<file path="src/rtl/sseg_scan_mux.sv">
// Four-digit seven-segment scan multiplexer: a latched hex value is time-multiplexed
// across four common-anode digits, with dead-time and leading-zero blanking.
module sseg_scan_mux #(
  parameter int REFRESH_DIV = 50000,
  parameter int DEAD_CYCLES = 2
) (
  input  logic        clk,
  input  logic        reset,
  input  logic        load,
  input  logic [15:0] value_in,
  input  logic [3:0]  dp_in,
  input  logic        blank_lz,
  output logic [3:0]  bin_out,
  output logic        dp_out,
  output logic [3:0]  an_out,
  output logic [1:0]  digit_idx
);

  localparam int CW = (REFRESH_DIV > 2) ? $clog2(REFRESH_DIV) : 1;
  localparam logic [CW-1:0] CNT_LAST = CW'(REFRESH_DIV - 1);
  localparam logic [CW-1:0] CNT_DEAD = CW'(DEAD_CYCLES);

  logic [CW-1:0] cnt;
  logic [1:0]    idx;
  logic [15:0]   disp_val;
  logic [3:0]    disp_dp;

  function automatic logic [3:0] nib_sel(input logic [15:0] v, input logic [1:0] i);
    logic [3:0] n;
    case (i)
      2'd0:    n = v[3:0];
      2'd1:    n = v[7:4];
      2'd2:    n = v[11:8];
      2'd3:    n = v[15:12];
      default: n = 4'h0;
    endcase
    return n;
  endfunction

  // Digit 0 is never reported as a leading zero, so a zero value still shows "0".
  function automatic logic upper_zero(input logic [15:0] v, input logic [1:0] i);
    logic z;
    case (i)
      2'd1:    z = (v[15:4] == 12'h000);
      2'd2:    z = (v[15:8] == 8'h00);
      2'd3:    z = (v[15:12] == 4'h0);
      default: z = 1'b0;
    endcase
    return z;
  endfunction

  // Prescaler, digit pointer and display register; load and wrap may coincide.
  always_ff @(posedge clk) begin
    if (reset) begin
      cnt      <= '0;
      idx      <= 2'd0;
      disp_val <= 16'h0000;
      disp_dp  <= 4'b0000;
    end else begin
      if (load) begin
        disp_val <= value_in;
        disp_dp  <= dp_in;
      end
      if (cnt == CNT_LAST) begin
        cnt <= '0;
        idx <= idx + 2'd1;
      end else begin
        cnt <= cnt + CW'(1);
      end
    end
  end

  assign digit_idx = idx;

  // Output decode straight from registered state; blank_lz acts in the same cycle.
  always_comb begin
    bin_out = nib_sel(disp_val, idx);
    dp_out  = ~disp_dp[idx];
    an_out  = 4'b1111;
    if (cnt < CNT_DEAD) begin
      an_out = 4'b1111;
    end else if (blank_lz && upper_zero(disp_val, idx) && !disp_dp[idx]) begin
      an_out = 4'b1111;
    end else begin
      an_out = ~(4'b0001 << idx);
    end
  end

endmodule

</file>
<file path="config.mk">
export PLATFORM = sky130hd
export DESIGN_NAME = sseg_scan_mux
export DESIGN_NICKNAME = d
export VERILOG_FILES = /design/src/rtl/sseg_scan_mux.sv
export SDC_FILE = /design/constraint.sdc
export NUM_CORES = 1
export LEC_CHECK = 0
export ABC_CLOCK_PERIOD_IN_PS = 2300
export CAP_MARGIN = 20
export CORE_MARGIN = 5
export CORE_UTILIZATION = 51
export DETAILED_ROUTE_END_ITERATION = 12
export GPL_TIMING_DRIVEN = 0
export PLACE_DENSITY = 0.81
export SLEW_MARGIN = 20
export SYNTH_ARGS = -nofsm -noshare
export SYNTH_HDL_FRONTEND = slang
export SYNTH_SLANG_ARGS = --single-unit
</file>
<file path="constraint.sdc">
create_clock -name clk -period 2.3 [get_ports clk]
set_input_delay 0.575 -clock clk [delete_from_list [all_inputs] [get_ports clk]]
set_output_delay 0.575 -clock clk [all_outputs]
set_load 0.01 [all_outputs]
</file>
==> impl_metrics.ini, run 1 <==
[timing]
setup_viol = 4
grt_setup_unrepaired = yes
maxSlewHeadroom_pct = 72.16
maxSlewViolCount = 0
period_share_pct = 105.8
fmax_mhz = 410.8
hold_violations = 0
final.setup.worst_slack_ns = -0.1343
hold-worst-slack_ns = 0.4556
min_period_ns = 2.434
fin_skew_ns = 0.006569
max_slew.worst_pin.slew_ns = 0.4177

[routing]
detailroute.via_count = 1489
avgRoutedWirePerCell_um = 14.17
avgViaCountPerCell = 5.299
route.detailed.drc = 0
first_pass_iters = 5
totalWireLength_um = 3981
ant_nets = 0
drtIter0Drc = 104

[global_route]
antenna_found_initial = 0
grt_overflow_total = 0
grt_pass1_wl_um = 5996
global_route.usage.total_pct = 16.97
grt_pass1_vias = 1387
grt_max_degree = 11

[setup_path]
worst-path-max-fanout = 5
r2r_path_end = cnt[7]$_SDFF_PP0_
signal_arrival_time_at_the_worst_endpoint_ns = 1.86
cp_slowest_cell = mux4_2
setup.worst_path.class = flip-flop to output pin
launch_point_of_the_worst_path = digit_idx[0]$_SDFFE_PP0P_
path_cells = mux4_2 > nor4b_4 > o211ai_1 > nand3_1 > buf_2
r2r_cells = 6
crit_required_ns = 1.73
slowest_delay_ns = 0.55
critPathCapture = an_out[1]
regToRegStartpoint = cnt[1]$_SDFF_PP0_
register_to_register_setup_slack_ns = 0.65
worst_setup_path_end_kind = output pin
worst_setup_start_kind = flip-flop

[place]
cell_area_after_placement_um2 = 2156
port_buffers = 33
globalplace.congestion = 0.8420
place_hpwl_um = 2745

[min_path]
min_path_type = flip-flop to flip-flop

[finish]
most-common-layout-cells = nor2_1, dfxtp_1, mux2i_1, clkdlybuf4s50_1, xnor2_1
layout_commonest_cell = nor2_1
final_layout_size_suffix_gt1_share_pct = 17.45
postLayoutCellArea_um2 = 2285
diode_count = 0
fill_cells = 272
num-nets-final = 265
syn2layout_area_growth_pct = 29.23

[die]
core-area_um2 = 3337
rows = 21
floorplan.initialDensity_pct = 52.98
die_x_um = 68.88
top_level_ports = 35
die_height_um = 68.88
die_area_um2 = 4744

[clock_network]
tritoncts = yes
number_of_buffers_created_by_cts = 5
ctsRootBufferMaster = clkbuf_4
clk_transition_reported_paths_ns = 0.09
cts.sinks = 38
h-tree-depth = 2
clock_insertion_delay_worst_skew_ns = 0.33
ctsLongestPathBuffers = 2

[synthesis]
ys_ff_latch = 38
synth.lib_cells_used.distinct = 29
synthFlopType = dfxtp_1
yosysWarningCount = 0
synth.avg_cell_area_um2 = 9.404
synth-edff-count = 0
synth.cell_area_um2 = 1768
ys_async_sr_fraction_pct = 0
synth.yosys.seq_area_share_pct = 43.03
syn-num-nets = 218
post_syn_instances = 188

[flow_run]
max_cap_viol_count = 0

[status]
status = finished with violations
violations = setup timing

[power]
leakage_nw = 0.9254
peak_supply_drop_v = 0.0003773
power.density_nw_per_um2 = 500.0
total_power_mw = 1.142
==> cell families (layout without fill, tap and decap cells) <==
family          Yosys count  after routing  synth area share, %
simple gates             77             77                21.73
flops                    38             38                43.03
mux                      25             25                14.86
buf+inv                  17             64                4.246
xor+xnor                 14             14                6.936
compound gates           11             11                4.954
fa+ha+maj                 6              6                4.246
==> worst min path at each step <==
stage / start / endpoint / cells past startpoint
after floorplan: cnt[0]$_SDFF_PP0_ / cnt[0]$_SDFF_PP0_ / 1
after global placement: cnt[0]$_SDFF_PP0_ / cnt[0]$_SDFF_PP0_ / 1
after detailed placement: cnt[0]$_SDFF_PP0_ / cnt[0]$_SDFF_PP0_ / 1
after CTS: cnt[0]$_SDFF_PP0_ / cnt[0]$_SDFF_PP0_ / 1
after global routing: cnt[0]$_SDFF_PP0_ / cnt[0]$_SDFF_PP0_ / 1
final: cnt[0]$_SDFF_PP0_ / cnt[0]$_SDFF_PP0_ / 1
==> Yosys cell counts, types with 2 or more instances <==
library cell / n / area share, %
clkbuf_1: 2 / 0.42
nor2_1: 38 / 8.1
ha_1: 6 / 4.2
dfxtp_1: 38 / 43
xnor2_1: 12 / 5.9
mux2i_1: 24 / 14
nand3_1: 9 / 2.5
xor2_1: 2 / 0.99
nand2_1: 4 / 0.85
buf_2: 3 / 0.85
inv_1: 11 / 2.3
a222oi_1: 4 / 2.3
nand4_1: 3 / 1.1
nor4_1: 11 / 3.9
and3_1: 2 / 0.71
nor3_1: 3 / 0.85
and4_1: 2 / 0.99
o21ai_0: 2 / 0.57
a21oi_1: 2 / 0.57
==> sequential cells by signal, indices dropped and copies added, names as in the netlist <==
name	flops
cnt	16
digit_idx	2
disp_dp	4
disp_val	16
==> power breakdown <==
| part | switching, mW | internal, mW |
|---|---|---|
| Sequential | 0.0193 | 0.679 |
| Combinational | 0.0596 | 0.0796 |
| Clock | 0.189 | 0.115 |
==> metal layers <==
layer / vias up / wire length [um] / global-route usage (%)
li1: 755 / - / -
met1: 680 / 1692 / 19.74
met2: 47 / 1931 / 28.93
met3: 7 / 308 / 4.700
met4: 0 / 48 / 7.543
met5: - / 0 / 0
==> cell type report <==
| cell class | count | area [um2] | share of cell area, % |
|---|---|---|---|
| inverter | 11 | 41.29 | 1.807 |
| multi-input combinational | 133 | 991.0 | 43.37 |
| buffer | 6 | 33.78 | 1.479 |
| clock buffer | 7 | 45.04 | 1.972 |
| tap | 46 | 57.56 | 2.519 |
| timing repair buffer | 40 | 341.6 | 14.95 |
| sequential | 38 | 774.5 | 33.90 |
==> stage by stage <==
stage / worst slack (ns) / std cells / utilization (%) / setup TNS, ns
2_1_floorplan: 0.1865 / 188 / - / 0
3_3_place_gp: -0.3658 / 267 / 64.60 / -1.301
3_5_place_dp: -0.3794 / 267 / 64.60 / -1.439
4_1_cts: -0.1551 / 281 / 67.15 / -0.3679
5_1_grt: -0.2512 / 281 / 68.47 / -0.8247
6_report: -0.1343 / 281 / 68.47 / -0.3531
==> critical path, delay by kind of cell, from the launching register on <==
family	cells	cell delay, ns
multiplexers	1	0.55
flip-flops	1	0.38
AND/OR/NAND/NOR	2	0.33
AO/OA/AOI/OAI	1	0.14
buffers and inverters	1	0.13
==> what timing repair did <==
item                       4_1_cts  5_1_grt
buffers inserted                 7        0
hold buffers                     0        0
setup endpoints to repair        9        8
pin swaps                        9        3
gates resized for setup         39       12
Note: power is estimated with default switching activity, not from simulation.
==> run 2: changes to the inputs <==
ABC_CLOCK_PERIOD_IN_PS = 3100   (was 2300)
CAP_MARGIN = default   (was 20)
CORE_UTILIZATION = 54   (was 51)
PLACE_DENSITY = 0.85   (was 0.81)
clock period = 3.1 ns   (was 2.3 ns; I/O delays follow)
==> run 2 against run 1 <==
Net effect: critical endpoint is now bin_out[1]; cell count decreased by 3.2%; clock skew increased by 0.0020 ns; clock-buffer cell count decreased by 1; the run now ends clean; critical path depth unchanged; global-route usage increased by 1.7 points.
==> impl_metrics.ini, run 2 (synthesized netlist as in run 1, its figures left out) <==
[setup_path]
regToRegStartpoint = cnt[1]$_SDFF_PP0_
launch_point_of_the_worst_path = digit_idx[1]$_SDFFE_PP0P_
worst_setup_path_end_kind = output pin
worst_setup_start_kind = flip-flop
r2r_cells = 6
signal_arrival_time_at_the_worst_endpoint_ns = 2.13
worst-path-max-fanout = 6
register_to_register_setup_slack_ns = 1.46
r2r_path_end = cnt[3]$_SDFF_PP0_
crit_required_ns = 2.32
setup.worst_path.class = flip-flop to output pin

[power]
peak_supply_drop_v = 0.0003467
sequential_share_of_power_pct = 59.1
power_switching_share_pct = 23.62
power.density_nw_per_um2 = 393.5
internal_power_mw = 0.6708
clockPowerShare_pct = 28.7
total_power_mw = 0.8783
leakage_nw = 0.8815
p_sw_mw = 0.2075
combPwrFrac_pct = 12.2

[timing]
max_slew.worst_pin.slew_ns = 0.4286
period_share_pct = 93.65
maxSlewViolCount = 0
fin_skew_ns = 0.008612
setup_viol = 0
maxSlewHeadroom_pct = 71.43
min_period_ns = 2.903
fmax_mhz = 344.5
setup_tns_ns = 0
hold_violations = 0
grt_setup_unrepaired = no

[die]
die_x_um = 67.22
core-area_um2 = 3103
top_level_ports = 35
die_height_um = 67.22
die_area_um2 = 4519
floorplan.initialDensity_pct = 56.98
rows = 20

[place]
dp.cells = 265
port_buffers = 33
globalplace.congestion = 0.9017
place_hpwl_um = 2902

[global_route]
grt_pass1_vias = 1419
grt_overflow_total = 0
grt_pass1_wl_um = 6292
global_route.usage.total_pct = 18.67
grt_max_degree = 11
antenna_found_initial = 0

[routing]
drtIter0Drc = 190
detailroute.via_count = 1468
avgRoutedWirePerCell_um = 14.07
ant_nets = 0
route.detailed.drc = 0
avgViaCountPerCell = 5.397
first_pass_iters = 4
totalWireLength_um = 3827

[finish]
reg_top3 = cnt: 16 flops, disp_val: 16 flops, disp_dp: 4 flops
diode_count = 0
syn2layout_area_growth_pct = 26.26
most-common-layout-cells = nor2_1, dfxtp_1, clkdlybuf4s50_1
layout_commonest_cell = nor2_1
final_layout_size_suffix_gt1_share_pct = 7.895
number_of_standard_cells_in_the_layout_taps_in_and_fillers_out = 272
num-nets-final = 259

[min_path]
min_path_type = flip-flop to flip-flop
hold-path-cell-count = 1
worstHoldStart = cnt[0]$_SDFF_PP0_
hold-path-endpoint = cnt[0]$_SDFF_PP0_

[clock_network]
h-tree-depth = 2
number_of_buffers_created_by_cts = 5
cts.sinks = 38
ctsLongestPathBuffers = 2
clock_insertion_delay_worst_skew_ns = 0.34
tritoncts = yes
clk_transition_reported_paths_ns = 0.10
ctsRootBufferMaster = clkbuf_4

[status]
status = finished clean

[flow_run]
max_cap_viol_count = 0
run 2: cell types whose count changed in the layout (fill, tap and decap cells not counted), moves of 2 or more:
| cell | delta |
|---|---|
| buf_2 | -7 |
| buf_4 | -6 |
| clkdlybuf4s50_1 | +6 |
| dfxtp_1 | +3 |
| ha_1 | +3 |
| clkbuf_1 | -2 |
| dfxtp_4 | -2 |
| ha_2 | -2 |
run 2: through the flow:
| step | utilization [%] | area, um2 | setup WS [ns] | hold slack, ns |
|---|---|---|---|---|
| 2_1_floorplan | - | 1768 | 0.7865 | 0.4175 |
| 3_3_place_gp | 69.40 | 2153 | 0.1032 | 0.4308 |
| 3_5_place_dp | 69.40 | 2153 | 0.06548 | 0.4525 |
| 4_1_cts | 71.61 | 2222 | 0.05510 | 0.4667 |
| 5_1_grt | 71.94 | 2232 | 0.06224 | 0.4849 |
| 6_report | 71.94 | 2232 | 0.1969 | 0.4584 |
run 2: worst max-delay path by stage:
stage          depth (start not counted)  slack (ns)    endpoint
6_report                               5        0.20  bin_out[1]
5_1_grt                                5        0.06   an_out[0]
2_1_floorplan                          4        0.79   an_out[1]
3_5_place_dp                           5        0.07   an_out[2]
4_1_cts                                4        0.06   an_out[3]
3_3_place_gp                           5        0.10   an_out[2]
run 2: layout make-up:
| type | count | area, um2 |
|---|---|---|
| multi-input combinational | 133 | 947.2 |
| fill | 255 | 870.8 |
| sequential | 38 | 765.7 |
| timing repair buffer | 34 | 337.8 |
| tap | 44 | 55.05 |
| clock buffer | 6 | 51.30 |
| inverter | 11 | 41.29 |
| buffer | 6 | 33.78 |
run 2: power by group through the flow:
stage,sequential (mW),combinational [mW],clock [mW]
6_report,0.519,0.107,0.252
5_1_grt,0.523,0.118,0.282
3_5_place_dp,0.532,0.105,0
2_1_floorplan,0.527,0.0549,0
4_1_cts,0.519,0.108,0.260
3_3_place_gp,0.531,0.103,0
run 2: repair_timing:
action,4_1_cts,5_1_grt
setup endpoints to repair,3,4
pin swaps,0,1
hold buffers,0,0
endpoints found under the hold margin,0,0
gates resized for setup,5,3
setup buffers,1,0
run 2: worst max-delay path, stage by stage, from the launching register on:
cell and delay [ns]:
dfxtp_2 0.40, inv_1 0.09, ha_1 0.27, a222oi_1 0.40
mux2i_1 0.13, clkdlybuf4s50_1 0.50
run 2: routing by layer:
layer / GRT usage [%] / routed length [um]
met5: 0 / 0
met1: 19.90 / 1535
met3: 6.656 / 256
met2: 32.88 / 1958
met4: 8.354 / 76
